--- src/rtl/sweep_pkg.sv ---
// Shared definitions for the delay-sweep sequencer.
//   DW_DEF / CW_DEF : default delay and counter widths
//   SAT_MAX         : saturation value of a default-width delay
//   sweep_state_e   : sequencer state encoding
package sweep_pkg;
  localparam int DW_DEF = 32;
  localparam int CW_DEF = 16;
  localparam logic [DW_DEF-1:0] SAT_MAX = '1;

  typedef enum logic [1:0] {
    ST_IDLE  = 2'd0,
    ST_ARMED = 2'd1,
    ST_RUN   = 2'd2,
    ST_DONE  = 2'd3
  } sweep_state_e;
endpackage

--- src/rtl/sweep_sat_add.sv ---
// Unsigned saturating adder for the delay value.
//   a, b : operands
//   sum  : a+b, clamped to all-ones when the carry-out is set
//   ovf  : carry-out, i.e. the result was clamped
module sweep_sat_add
  import sweep_pkg::*;
#(
  parameter int W = DW_DEF
) (
  input  logic [W-1:0] a,
  input  logic [W-1:0] b,
  output logic [W-1:0] sum,
  output logic         ovf
);
  logic [W:0] raw;

  assign raw = {1'b0, a} + {1'b0, b};
  assign ovf = raw[W];
  assign sum = ovf ? {W{1'b1}} : raw[W-1:0];
endmodule

--- src/rtl/param_sweep_seq.sv ---
// Delay-sweep sequencer for a pulse generator. Steps a delay value through
// nsteps points, holding each point for navg SYNC periods, optionally looping.
//   clk_pll, resetn       : clock, async active-low reset
//   cfg_load, cfg_*       : config strobe and values (shadowed in IDLE/DONE)
//   start, abort          : sweep control strobes
//   sync_in               : SYNC level from the pulse generator
//   del_out, step_idx     : current delay and point index
//   active, done, err     : status (done/err are one-cycle pulses)
module param_sweep_seq
  import sweep_pkg::*;
#(
  parameter int DW = DW_DEF,
  parameter int CW = CW_DEF
) (
  input  logic          clk_pll,
  input  logic          resetn,
  input  logic          cfg_load,
  input  logic [DW-1:0] cfg_del_start,
  input  logic [DW-1:0] cfg_del_step,
  input  logic [CW-1:0] cfg_nsteps,
  input  logic [CW-1:0] cfg_navg,
  input  logic          cfg_repeat,
  input  logic          start,
  input  logic          abort,
  input  logic          sync_in,
  output logic [DW-1:0] del_out,
  output logic [CW-1:0] step_idx,
  output logic          active,
  output logic          done,
  output logic          err
);
  sweep_state_e  state;
  logic [DW-1:0] sh_start, sh_step;
  logic [CW-1:0] sh_nsteps, sh_navg, avg_cnt;
  logic          sh_repeat;
  logic          sync_q, edge_q;
  logic [DW-1:0] add_sum;
  logic          add_ovf;

  // Registered rising-edge flag: high the cycle after sync_in is first seen high.
  always_ff @(posedge clk_pll or negedge resetn) begin
    if (!resetn) begin
      sync_q <= 1'b0;
      edge_q <= 1'b0;
    end else begin
      sync_q <= sync_in;
      edge_q <= sync_in & ~sync_q;
    end
  end

  sweep_sat_add #(.W(DW)) u_add (
    .a   (del_out),
    .b   (sh_step),
    .sum (add_sum),
    .ovf (add_ovf)
  );

  // A load in the same cycle as start is visible to the start check.
  logic [DW-1:0] eff_start;
  logic [CW-1:0] eff_nsteps, eff_navg;
  logic          last_avg, last_step;

  assign eff_start  = cfg_load ? cfg_del_start : sh_start;
  assign eff_nsteps = cfg_load ? cfg_nsteps    : sh_nsteps;
  assign eff_navg   = cfg_load ? cfg_navg      : sh_navg;
  // Only evaluated in RUN, where nsteps and navg are known nonzero.
  assign last_avg   = (avg_cnt  == sh_navg   - CW'(1));
  assign last_step  = (step_idx == sh_nsteps - CW'(1));

  always_ff @(posedge clk_pll or negedge resetn) begin
    if (!resetn) begin
      state     <= ST_IDLE;
      sh_start  <= '0;
      sh_step   <= '0;
      sh_nsteps <= '0;
      sh_navg   <= '0;
      sh_repeat <= 1'b0;
      avg_cnt   <= '0;
      del_out   <= '0;
      step_idx  <= '0;
      active    <= 1'b0;
      done      <= 1'b0;
      err       <= 1'b0;
    end else begin
      done <= 1'b0;
      err  <= 1'b0;
      if (abort) begin
        state    <= ST_IDLE;
        active   <= 1'b0;
        del_out  <= sh_start;
        step_idx <= '0;
        avg_cnt  <= '0;
      end else begin
        case (state)
          ST_IDLE, ST_DONE: begin
            if (cfg_load) begin
              sh_start  <= cfg_del_start;
              sh_step   <= cfg_del_step;
              sh_nsteps <= cfg_nsteps;
              sh_navg   <= cfg_navg;
              sh_repeat <= cfg_repeat;
            end
            if (start) begin
              if (eff_nsteps != '0 && eff_navg != '0) begin
                state    <= ST_ARMED;
                active   <= 1'b1;
                del_out  <= eff_start;
                step_idx <= '0;
                avg_cnt  <= '0;
              end else begin
                err <= 1'b1;
                // A rejected start leaves the state alone, but a load still
                // retires a finished sweep.
                if (cfg_load) state <= ST_IDLE;
              end
            end else if (cfg_load) begin
              state <= ST_IDLE;
            end
          end
          ST_ARMED: begin
            if (cfg_load) err <= 1'b1;
            // First edge only aligns to the SYNC period; it is not averaged.
            if (edge_q) state <= ST_RUN;
          end
          ST_RUN: begin
            if (cfg_load) err <= 1'b1;
            if (edge_q) begin
              if (!last_avg) begin
                avg_cnt <= avg_cnt + CW'(1);
              end else begin
                avg_cnt <= '0;
                if (!last_step) begin
                  step_idx <= step_idx + CW'(1);
                  del_out  <= add_sum;
                  if (add_ovf) err <= 1'b1;
                end else if (sh_repeat) begin
                  step_idx <= '0;
                  del_out  <= sh_start;
                end else begin
                  state    <= ST_DONE;
                  active   <= 1'b0;
                  done     <= 1'b1;
                  step_idx <= '0;
                  del_out  <= sh_start;
                end
              end
            end
          end
          default: state <= ST_IDLE;
        endcase
      end
    end
  end
endmodule

--- config.mk ---
export PLATFORM = sky130hd
export DESIGN_NAME = param_sweep_seq
export DESIGN_NICKNAME = d
export VERILOG_FILES = /design/src/rtl/sweep_pkg.sv /design/src/rtl/sweep_sat_add.sv /design/src/rtl/param_sweep_seq.sv
export SDC_FILE = /design/constraint.sdc
export NUM_CORES = 1
export LEC_CHECK = 0
export ABC_AREA = 1
export CAP_MARGIN = 40
export CORE_MARGIN = 2
export CORE_UTILIZATION = 50
export CTS_BUF_LIST = sky130_fd_sc_hd__clkbuf_8
export CTS_CLUSTER_SIZE = 25
export DETAILED_ROUTE_END_ITERATION = 16
export PLACE_DENSITY = 0.82
export SETUP_SLACK_MARGIN = 0.3
export SLEW_MARGIN = 25
export SYNTH_ARGS = -nofsm -noshare
export SYNTH_HDL_FRONTEND = slang
export SYNTH_SLANG_ARGS = --single-unit
--- constraint.sdc ---
create_clock -name clk_pll -period 5.65 [get_ports clk_pll]
set_input_delay 0.565 -clock clk_pll [delete_from_list [all_inputs] [get_ports clk_pll]]
set_output_delay 0.565 -clock clk_pll [all_outputs]
set_load 0.01 [all_outputs]
# Yosys cells after proc, flatten, opt, wreduce, memory -nomap -nowiden
# Cells that the tools add are included.
[totals] regBits=168 in_bits=103 out_inout_bits=51 wordCells=101
[classes] n_addsub=5 eq_ne=12 muxes=55 bitwise=3 n_reduce_logical=12
[ops] cell="32-bit two-way mux" n=8
[ops] cell="16-bit two-way mux" n=11
[ops] cell="16-bit case mux with 2 select lines" n=2
[ops] cell="32-bit case mux with 2 select lines" n=1
[ops] cell="32-bit by 32-bit adder with 33-bit output" n=1
[ops] cell="16-bit by 1-bit adder with 16-bit output, second input constant" n=2
[ops] cell="16-bit == test" n=2
[ops] cell="16-bit nonzero test" n=2
[ops] cell="16-bit by 1-bit subtractor with 16-bit output, second input constant" n=2
[ops] cell="1-bit two-way mux" n=21
[ops] cell="3-bit != test, second input constant" n=7
[ops] cell="2-bit two-way mux" n=9
[ops] cell="5-bit AND reduction" n=2
[ops] cell="7-bit AND reduction" n=1
[ops] cell="2-bit case mux with 3 select lines" n=1
[ops] cell="2-bit == test, second input constant" n=2
[ops] cell="4-bit AND reduction" n=1
[ops] cell="1-bit case mux with 3 select lines" n=1
[ops] cell="3-bit AND reduction" n=1
[ops] cell="3-bit nonzero test" n=1
[ops] cell="2-bit by 1-bit == test with 1-bit output, second input constant" n=1
[ops] cell="2-bit zero test" n=1
[ops] cell="1-bit NOT" n=2
[ops] cell="1-bit case mux with 2 select lines" n=1
[ops] cell="other kinds (4)" n=4

# Depth between registers and ports, before layout
# Gate-level depths: netlist (run 1).
[logic_depth] word_depth=7 mapped_depth=19 mapped_depth_nobuf=18

# By module
# A second synthesis (run 1) with hierarchy kept.
[unflattened] hier_cells=2036 area_unflattened_um2=13023.7
[modules_own_cells] mod="param_sweep_seq" n_inst=1 cells_per_inst=1458 area_each_um2=10208.5 seq_area_each_um2=4204.0
[modules_own_cells] mod="sweep_sat_add" n_inst=1 cells_per_inst=578 area_each_um2=2815.2 seq_area_each_um2=0.0

# Least setup slack after synthesis (run 1)
# No wires, ideal clock.
[synth_timing] path_type="register -> register" start="register del_out[0]" end="register del_out[23]" setup_time_ns=0.120 arrival_ns=2.289 slack_ns=3.241 stages_incl_launch_ff=16 n_path_buf=1 period_less_slack_ns=2.409 path_cell_list="dfrtp_1 ha_1 fa_1 nand3_1 nand3_1 nand3_1 nand2_1 nand3_1 nand2_1 nand3_1 nand2_1 inv_1 clkbuf_1 nand4_1 nand2_1 a21oi_2"
[synth_via] elab_chain_len=7
[synth_rtl] element="start: declaration" line_no="param_sweep_seq.sv:26" rtl="output logic [DW-1:0] del_out,"
[synth_rtl] element="start signal: assignment" line_no="param_sweep_seq.sv:90" rtl="del_out <= sh_start;"
[synth_rtl] element="start signal: assignment" line_no="param_sweep_seq.sv:107" rtl="del_out <= eff_start;"
[synth_rtl] element="start signal: assignment" line_no="param_sweep_seq.sv:134" rtl="del_out <= add_sum;"
[synth_rtl] element="32-bit by 32-bit adder with 33-bit output" line_no="sweep_sat_add.sv:17" rtl="assign raw = {1'b0, a} + {1'b0, b};"
[synth_rtl] element="32-bit two-way mux" line_no="sweep_sat_add.sv:19" rtl="assign sum = ovf ? {W{1'b1}} : raw[W-1:0];"
[synth_rtl] element="32-bit two-way mux" line_no="param_sweep_seq.sv:132" rtl="if (!last_step) begin"
[synth_rtl] element="32-bit two-way mux" line_no="param_sweep_seq.sv:128" rtl="if (!last_avg) begin"
[synth_rtl] element="32-bit two-way mux" line_no="param_sweep_seq.sv:127" rtl="if (edge_q) begin"
[synth_rtl] element="32-bit case mux with 2 select lines" line_no="param_sweep_seq.sv:94" rtl="case (state)"
[synth_rtl] element="32-bit two-way mux" line_no="param_sweep_seq.sv:87" rtl="if (abort) begin"
# No other way between the ends. The select of a mux whose other input is x is not followed.
# A chain may end at the register's enable or synchronous reset.

# Worst setup path after layout (run 1)
[layout_timing] start="input port cfg_load" end="register del_out[27]"
[layout_via] elab_chain_len=5 word_cells_on_any_way=12
[layout_rtl] element="start: declaration" line_no="param_sweep_seq.sv:17" rtl="input logic cfg_load,"
[layout_rtl] element="16-bit two-way mux / 32-bit two-way mux (equally long branches)"
[layout_rtl] element="16-bit nonzero test / 32-bit two-way mux (equally long branches)" line_no="param_sweep_seq.sv:104" rtl="if (eff_nsteps != '0 && eff_navg != '0) begin"
[layout_rtl] element="1-bit logical AND / 32-bit two-way mux (equally long branches)" line_no="param_sweep_seq.sv:104, param_sweep_seq.sv:103"
[layout_rtl] element="3-bit != test (no line) / 32-bit case mux with 2 select lines (equally long branches)"
[layout_rtl] element="5-bit AND reduction (no line) / 32-bit two-way mux (equally long branches)"
[layout_rtl] element="end signal: assignment" line_no="param_sweep_seq.sv:107"
[layout_rtl] element="end signal: assignment" line_no="param_sweep_seq.sv:134"
[layout_rtl] element="end signal: assignment" line_no="param_sweep_seq.sv:138" rtl="del_out <= sh_start;"
# Several ways; a longest one is shown, not always the timed one. The select of a mux whose other input is x is not followed.

==> flow_summary.json, run 1 <==
{
  "grt_start_max_net_pins": 81,
  "dr.first_iter.drc_count": 1206,
  "maxCapViolCount": 0,
  "grt_usage_pct": 29.8,
  "hold-worst-slack_ps": -24.9,
  "cts_repair_resize_count": 0,
  "rsz0062_at_grt": "false",
  "layout.cell_area.non_filler_um2": 14400,
  "synth_area_leader_cell": "sky130_fd_sc_hd__dfrtp_1",
  "data_arrival_at_the_endpoint_of_the_critical_path_ps": 4490,
  "grt_pass1_wl_um": 61900,
  "endpoint_kind": "flop",
  "antenna_cells": 0,
  "cts.reportedPaths.clkPinSlew_ps": 110,
  "cts_root_buf": "sky130_fd_sc_hd__clkbuf_8",
  "route.detailed.wl_per_inst_um": 16.7,
  "finalCoreUtilization_pct": 59.6,
  "max-clock-path-buffers": 2,
  "wl_um": 38000,
  "ys_ff_latch": 168,
  "maxSlewViolCount": 0,
  "drive_gt1_share_pct": 4.52,
  "crit_path_top_delay_cell": "sky130_fd_sc_hd__nand2_4",
  "syn2layout_area_growth_pct": 18.1,
  "failed_checks": "hold timing",
  "post_dp_cell_area_um2": 13900,
  "critical_path_rt_ps": 6020,
  "floorplan.die.width_um": 160,
  "tritoncts_num_sinks": 168,
  "max-slew-margin-rel_pct": 39.6,
  "initial_utilization_pct": 50.5,
  "globalRouteOverflowTotal": 0,
  "crit_type": "in -> reg",
  "cts_tree": "built",
  "synth_top_cell_area_share_pct": 34.5,
  "max_freq_mhz": 243,
  "dp.cells": 2238,
  "gpl.final_weighted_congestion": 0.955,
  "drc": 0,
  "cts_post_setup_buffers_inserted": 0,
  "setup_total_negative_slack_ps": 0,
  "synth-main-ff-cell": "sky130_fd_sc_hd__dfrtp_1",
  "placeableCoreArea_um2": 24100,
  "detailroute.via_count": 12900,
  "run_status": "finished, violations left",
  "detailedRoute.firstPassIterationCount": 8,
  "worst-slew-pin-transition_ps": 904,
  "yosys.cell_types.count": 43,
  "min_period_over_period_pct": 72.9,
  "timing.final.hold_violations": 13,
  "die_y_um": 160,
  "synthesized_instance_count": 1815,
  "post_synth_instance_area_um2": 12200,
  "die_area_um2": 25600,
  "final.fill_count": 2315,
  "power.static_leakage_nw": 6.83,
  "cp_common_cell": "sky130_fd_sc_hd__inv_2",
  "fin_crit_ps": 4120,
  "place.port_buffers": 153,
  "floorplan.io_pins": 154,
  "crit_path_cell_trace": "clkdlybuf4s50_1, buf_4, inv_2, or2_2, inv_1, a21oi_1, nor2_1, nand2_1, nand2_1, nand3_2, nand3_2, inv_2, nand2_4, inv_2, buf_12, nor2_1, a21oi_2",
  "ys_warn_count": 0,
  "synth_seq_area_share_pct": 34.5,
  "cts_inserted_buffers": 17,
  "num_rows": 57,
  "cp-start-kind": "input port",
  "syn_avg_cell_area_um2": 6.71,
  "crit_fanout": 60,
  "synth-async-reset-ratio_pct": 100,
  "final_cell_count_no_fill": 2272,
  "count_of_flip_flops_with_a_built_in_enable_after_synthesis": 0,
  "final.setup_skew_ps": 20.7,
  "grt_pass1_vias": 12200,
  "synth_area_leaders": "sky130_fd_sc_hd__dfrtp_1 35%, sky130_fd_sc_hd__nand2_1 15%, sky130_fd_sc_hd__nor2_1 7.5%",
  "htreeDepth": 4,
  "drtAntennaViolNets": 0,
  "estimated_wirelength_of_the_detail_placed_design_um": 28500,
  "setup_viol_count_final": 0,
  "max-vdd-ir-drop_mv": 0.294,
  "cts_hold_repair.buffers": 0,
  "antenna_violations_before_repair": 0,
  "worst_skew_pair.late_latency_ps": 500,
  "hold_path.class": "in -> async",
  "fin_nets": 2077,
  "avgViaCountPerCell": 5.69,
  "critical-path-max-stage-delay_ps": 540,
  "post_synthesis_net_count": 1957,
  "power_per_cell_area_nw_per_um2": 584
}
## cells in the mapped netlist, drive strengths merged (21+ instances only)
cell / n
ha: 38
xor2: 37
nand2: 507
nor3: 22
nand4: 63
a21oi: 84
o22ai: 29
xnor2: 25
inv: 189
buf: 23
dfrtp: 168
clkbuf: 43
a22oi: 21
o21ai: 127
nand3: 142
nor2: 254
## report_power, final
group / internal, mW / switching, mW
logic: 1.91 / 3.42
clock network: 0.413 / 0.532
registers: 1.67 / 0.458
total: 3.99 / 4.41
## layer usage
metal	GRT usage, %	wire [um]	vias to the layer above
met5	0	0	-
met4	8.85	1020	0
met3	4.05	2930	93
met2	51.3	18300	605
met1	39.3	15800	6045
li1	-	-	6192
## state kept, by name, summed over array words and instances, names as in the netlist, 2 cells and up
| signal | count |
|---|---|
| del_out | 32 |
| state | 2 |
| step_idx | 16 |
| sh_start | 32 |
| sh_nsteps | 16 |
| avg_cnt | 16 |
| sh_navg | 16 |
| sh_step | 32 |
## through the flow
step | power, mW | setup WS, ps | hold slack [ps]
finish | 8.40 | 1530 | -24.9
global route | 9.11 | 1320 | 6.28
global placement | 7.20 | 1210 | 424
CTS | 8.29 | 1650 | 5.54
floorplan | 5.79 | 3240 | 269
detailed placement | 7.34 | 1190 | 437
## cells in the final DEF (no fill, tap or decap), types with 3 or more instances in the layout
cell and count:
sky130_fd_sc_hd__a21oi_1 78, sky130_fd_sc_hd__o21bai_1 4, sky130_fd_sc_hd__nand3_2 4, sky130_fd_sc_hd__o21ai_1 14, sky130_fd_sc_hd__inv_8 4, sky130_fd_sc_hd__ha_1 38, sky130_fd_sc_hd__nand3b_1 13, sky130_fd_sc_hd__xnor2_1 25
sky130_fd_sc_hd__or2_2 3, sky130_fd_sc_hd__inv_1 181, sky130_fd_sc_hd__nor2_1 241, sky130_fd_sc_hd__nand4_1 63, sky130_fd_sc_hd__nand2_2 3, sky130_fd_sc_hd__nand2_1 502, sky130_fd_sc_hd__inv_2 8, sky130_fd_sc_hd__nand3_1 137
sky130_fd_sc_hd__clkdlybuf4s50_1 152, sky130_fd_sc_hd__o21ai_0 113, sky130_fd_sc_hd__a21oi_2 6, sky130_fd_sc_hd__buf_4 11, sky130_fd_sc_hd__dfrtp_1 168, sky130_fd_sc_hd__xor2_1 37, sky130_fd_sc_hd__a22oi_1 21, sky130_fd_sc_hd__nor2_4 6
sky130_fd_sc_hd__a21o_1 3, sky130_fd_sc_hd__nor3_1 21, sky130_fd_sc_hd__nor3b_1 3, sky130_fd_sc_hd__o22ai_1 29, sky130_fd_sc_hd__inv_6 6, sky130_fd_sc_hd__nor4_1 6, sky130_fd_sc_hd__clkbuf_8 17, sky130_fd_sc_hd__nor2_2 7
## worst paths after layout
kind	startpoint	slack [ps]	endpoint	cells after the start
worst max-delay path	cfg_load	1530	del_out[27]	17
worst min-delay path	resetn	-20	sh_navg[6]	1
worst max register to register	sh_navg[0]	2040	del_out[14]	15
worst min register to register	sync_q	450	edge_q	1
max in group asynchronous	resetn	4600	sh_step[16]	2
min in group clk_pll	sync_q	450	edge_q	1
## cells by family (layout without fill, tap and decap cells)
logic type | count (synthesis) | after routing | synth area share (%)
flip-flops | 168 | 168 | 34.5
adder cells (fa/ha/maj) | 39 | 39 | 4.07
XOR/XNOR | 62 | 62 | 4.46
AND/OR/NAND/NOR | 1018 | 1018 | 36.0
buffers and inverters | 255 | 388 | 8.49
AO/OA/AOI/OAI | 272 | 272 | 12.3
multiplexers | 1 | 1 | 0.0822
## final cells by class
class | instances | area [um^2] | area share [%]
repair buffers | 167 | 1690 | 11.8
clock inverters | 15 | 181 | 1.26
well taps | 324 | 405 | 2.82
flip-flops and latches | 168 | 4200 | 29.2
multi-input cells | 1392 | 6950 | 48.4
inverters | 189 | 709 | 4.93
clock buffers | 17 | 234 | 1.63
## worst max-delay path: cells and delay by family
kind	cells	cell delay, ps
buffers and inverters	7	2090
AND/OR/NAND/NOR	8	1660
AO/OA/AOI/OAI	2	120
Note: power is estimated with default switching activity, not from simulation.
==> run 2: changes to the inputs <==
--- a/config.mk
+++ b/config.mk
@@ -12,7 +12,7 @@
 export CTS_BUF_LIST = sky130_fd_sc_hd__clkbuf_8
 export CTS_CLUSTER_SIZE = 25
 export DETAILED_ROUTE_END_ITERATION = 16
-export PLACE_DENSITY = 0.82
+export PLACE_DENSITY = 0.85
 export SETUP_SLACK_MARGIN = 0.3
 export SLEW_MARGIN = 25
 export SYNTH_ARGS = -nofsm -noshare
==> constraint.sdc (replaced) <==
create_clock -name clk_pll -period 3.5 [get_ports clk_pll]
set_input_delay 0.35 -clock clk_pll [delete_from_list [all_inputs] [get_ports clk_pll]]
set_output_delay 0.35 -clock clk_pll [all_outputs]
set_load 0.01 [all_outputs]
==> run 2 against run 1 <==
Against the previous run: critical endpoint is now del_out[25]; worst hold slack better by 350 ps; global-route usage up 0.47 points; combinational power up 63%; register-to-register slack worse by 1500 ps; the run now ends clean; cell area up 0.69%; non-clock buffer count up 9; sequential share of layout area down 0.20 points; clock skew down 4.0 ps; via count about the same; largest cell class unchanged; first-iteration DRC count up 0.50%; clock-buffer cell count up 3.
==> flow_summary.json, run 2 (synthesis results as in run 1) <==
{
  "hold-worst-slack_ps": 329,
  "cts_root_buf": "sky130_fd_sc_hd__clkbuf_8",
  "layout.cells.most_common": "sky130_fd_sc_hd__nand2_1",
  "endpoint_kind": "flop",
  "drtAntennaViolNets": 0,
  "r2r.worst_path.cells": 15,
  "data_arrival_at_the_endpoint_of_the_critical_path_ps": 3330,
  "grt_pass1_vias": 12500,
  "critPathBufInv": 2,
  "design_power_total_mw": 13.8,
  "power.switching_mw": 7.08,
  "critical_path.top_delay_family": "simple AND/OR/NAND/NOR gates",
  "num_rows": 57,
  "cellInternalPower_mw": 6.67,
  "grt_usage_pct": 30.3,
  "run_status": "finished clean",
  "detailedRoute.firstPassIterationCount": 7,
  "critical_path_rt_ps": 3870,
  "die_area_um2": 25600,
  "crit_path_top_delay_cell": "sky130_fd_sc_hd__dfrtp_1",
  "met2RoutedLength_um": 18200,
  "largest_registers": "del_out (32), sh_start (32), sh_step (32)",
  "wl_um": 38700,
  "maxCapViolCount": 0,
  "grt_start_max_net_pins": 81,
  "drive_gt1_share_pct": 4.81,
  "cts_tree": "built",
  "floorplan.die.width_um": 160,
  "htreeDepth": 4,
  "share_seq_of_total_power_pct": 25.1,
  "crit_cells": 15,
  "final.setup_skew_ps": 16.7,
  "die_y_um": 160,
  "syn2layout_area_growth_pct": 18.9,
  "swShare_pct": 51.5,
  "globalRouteOverflowTotal": 0,
  "placeableCoreArea_um2": 24100,
  "worstHoldPathCells": 1,
  "cts.reportedPaths.clkPinSlew_ps": 100,
  "fin_crit_ps": 2960,
  "met3_wl_um": 3010,
  "detailroute.via_count": 12900,
  "maxSlewViolCount": 0,
  "layout_common_cells": "502 x sky130_fd_sc_hd__nand2_1, 240 x sky130_fd_sc_hd__nor2_1, 183 x sky130_fd_sc_hd__inv_1",
  "setup_viol_count_final": 0,
  "dr.first_iter.drc_count": 1212,
  "drc": 0,
  "rsz0062_at_grt": "false",
  "floorplan.io_pins": 154,
  "worst-slew-pin-transition_ps": 830,
  "antenna_cells": 0,
  "initial_utilization_pct": 50.5,
  "setup_total_negative_slack_ps": 0,
  "timing.final.hold_violations": 0,
  "max-vdd-ir-drop_mv": 0.482,
  "maxUsedRoutingLayer": "met4",
  "tritoncts_num_sinks": 168,
  "estimated_wirelength_of_the_detail_placed_design_um": 29100,
  "avgViaCountPerCell": 5.68,
  "min_period_over_period_pct": 84.6,
  "power.share.combinational_pct": 63.2,
  "power.static_leakage_nw": 6.88,
  "antenna_violations_before_repair": 0,
  "fin_nets": 2086,
  "crit_type": "reg -> reg",
  "hold_path.class": "in -> reg",
  "crit_path_cell_trace": "ha_1, fa_1, nand3_1, nand3_1, nand3_1, nand2_1, nand3_1, nand2_1, nand3_1, nand2_1, inv_1, buf_4, nand4_1, nand2_1, a21oi_2",
  "max_freq_mhz": 338,
  "worst_skew_pair.late_latency_ps": 480,
  "power_per_cell_area_nw_per_um2": 950,
  "cts_post_setup_buffers_inserted": 0,
  "critical-path-max-stage-delay_ps": 440,
  "place.port_buffers": 153,
  "grt_pass1_wl_um": 62600,
  "max-clock-path-buffers": 2,
  "wl_met1_um": 16000,
  "cp-start-kind": "flop",
  "max-slew-margin-rel_pct": 44.7,
  "crit_fanout": 12,
  "route.detailed.wl_per_inst_um": 17.0,
  "gpl.final_weighted_congestion": 0.957,
  "p_clk_share_pct": 11.7,
  "cp_common_cell": "sky130_fd_sc_hd__nand3_1",
  "cts_inserted_buffers": 17
}
==> run 2: layer usage <==
| metal | vias up | global-route usage [%] |
|---|---|---|
| met5 | - | 0 |
| met4 | 0 | 13.1 |
| met3 | 124 | 5.22 |
| met2 | 619 | 50.7 |
| met1 | 6000 | 38.8 |
| li1 | 6199 | - |
==> run 2: path summary, 6_finish.rpt <==
| kind | start | end | slack (ps) |
|---|---|---|---|
| setup reg to reg | del_out[0] | del_out[25] | 540 |
| hold reg to reg | sync_q | edge_q | 460 |
| setup / recovery | del_out[0] | del_out[25] | 540 |
| hold / removal | sync_in | sync_q | 330 |
| max in group asynchronous | resetn | sh_repeat | 2150 |
| min in group asynchronous | resetn | sh_navg[6] | 450 |
==> run 2: final cells by class <==
cell class | instances | area (um^2)
flip-flops and latches | 168 | 4200
well taps | 324 | 405
fillers | 2283 | 9630
repair buffers | 176 | 1750
clock buffers | 20 | 275
multi-input cells | 1392 | 6960
inverters | 189 | 714
clock inverters | 11 | 173
==> run 2: timing repair <==
action	CTS	global route
hold buffers	1	0
hold endpoints to repair	74	0
resized for setup	0	4
endpoints found under the setup margin	0	32
==> run 2: power groups by stage <==
stage / clock [mW] / sequential (mW) / combinational (mW)
6_report: 1.61 / 3.46 / 8.69
5_1_grt: 1.69 / 3.53 / 9.69
4_1_cts: 1.60 / 3.43 / 8.56
3_5_place_dp: 0 / 3.46 / 8.52
3_3_place_gp: 0 / 3.45 / 8.35
2_1_floorplan: 0 / 3.29 / 6.05
==> run 2: through the flow <==
step,cells,util (%),worst slack [ps],instance area (um^2)
3_3_place_gp,2248,58.1,250,14000
6_report,2280,60.1,539,14500
2_1_floorplan,1815,-,1090,12200
3_5_place_dp,2248,58.1,102,14000
5_1_grt,2280,60.1,337,14500
4_1_cts,2280,60.0,442,14500
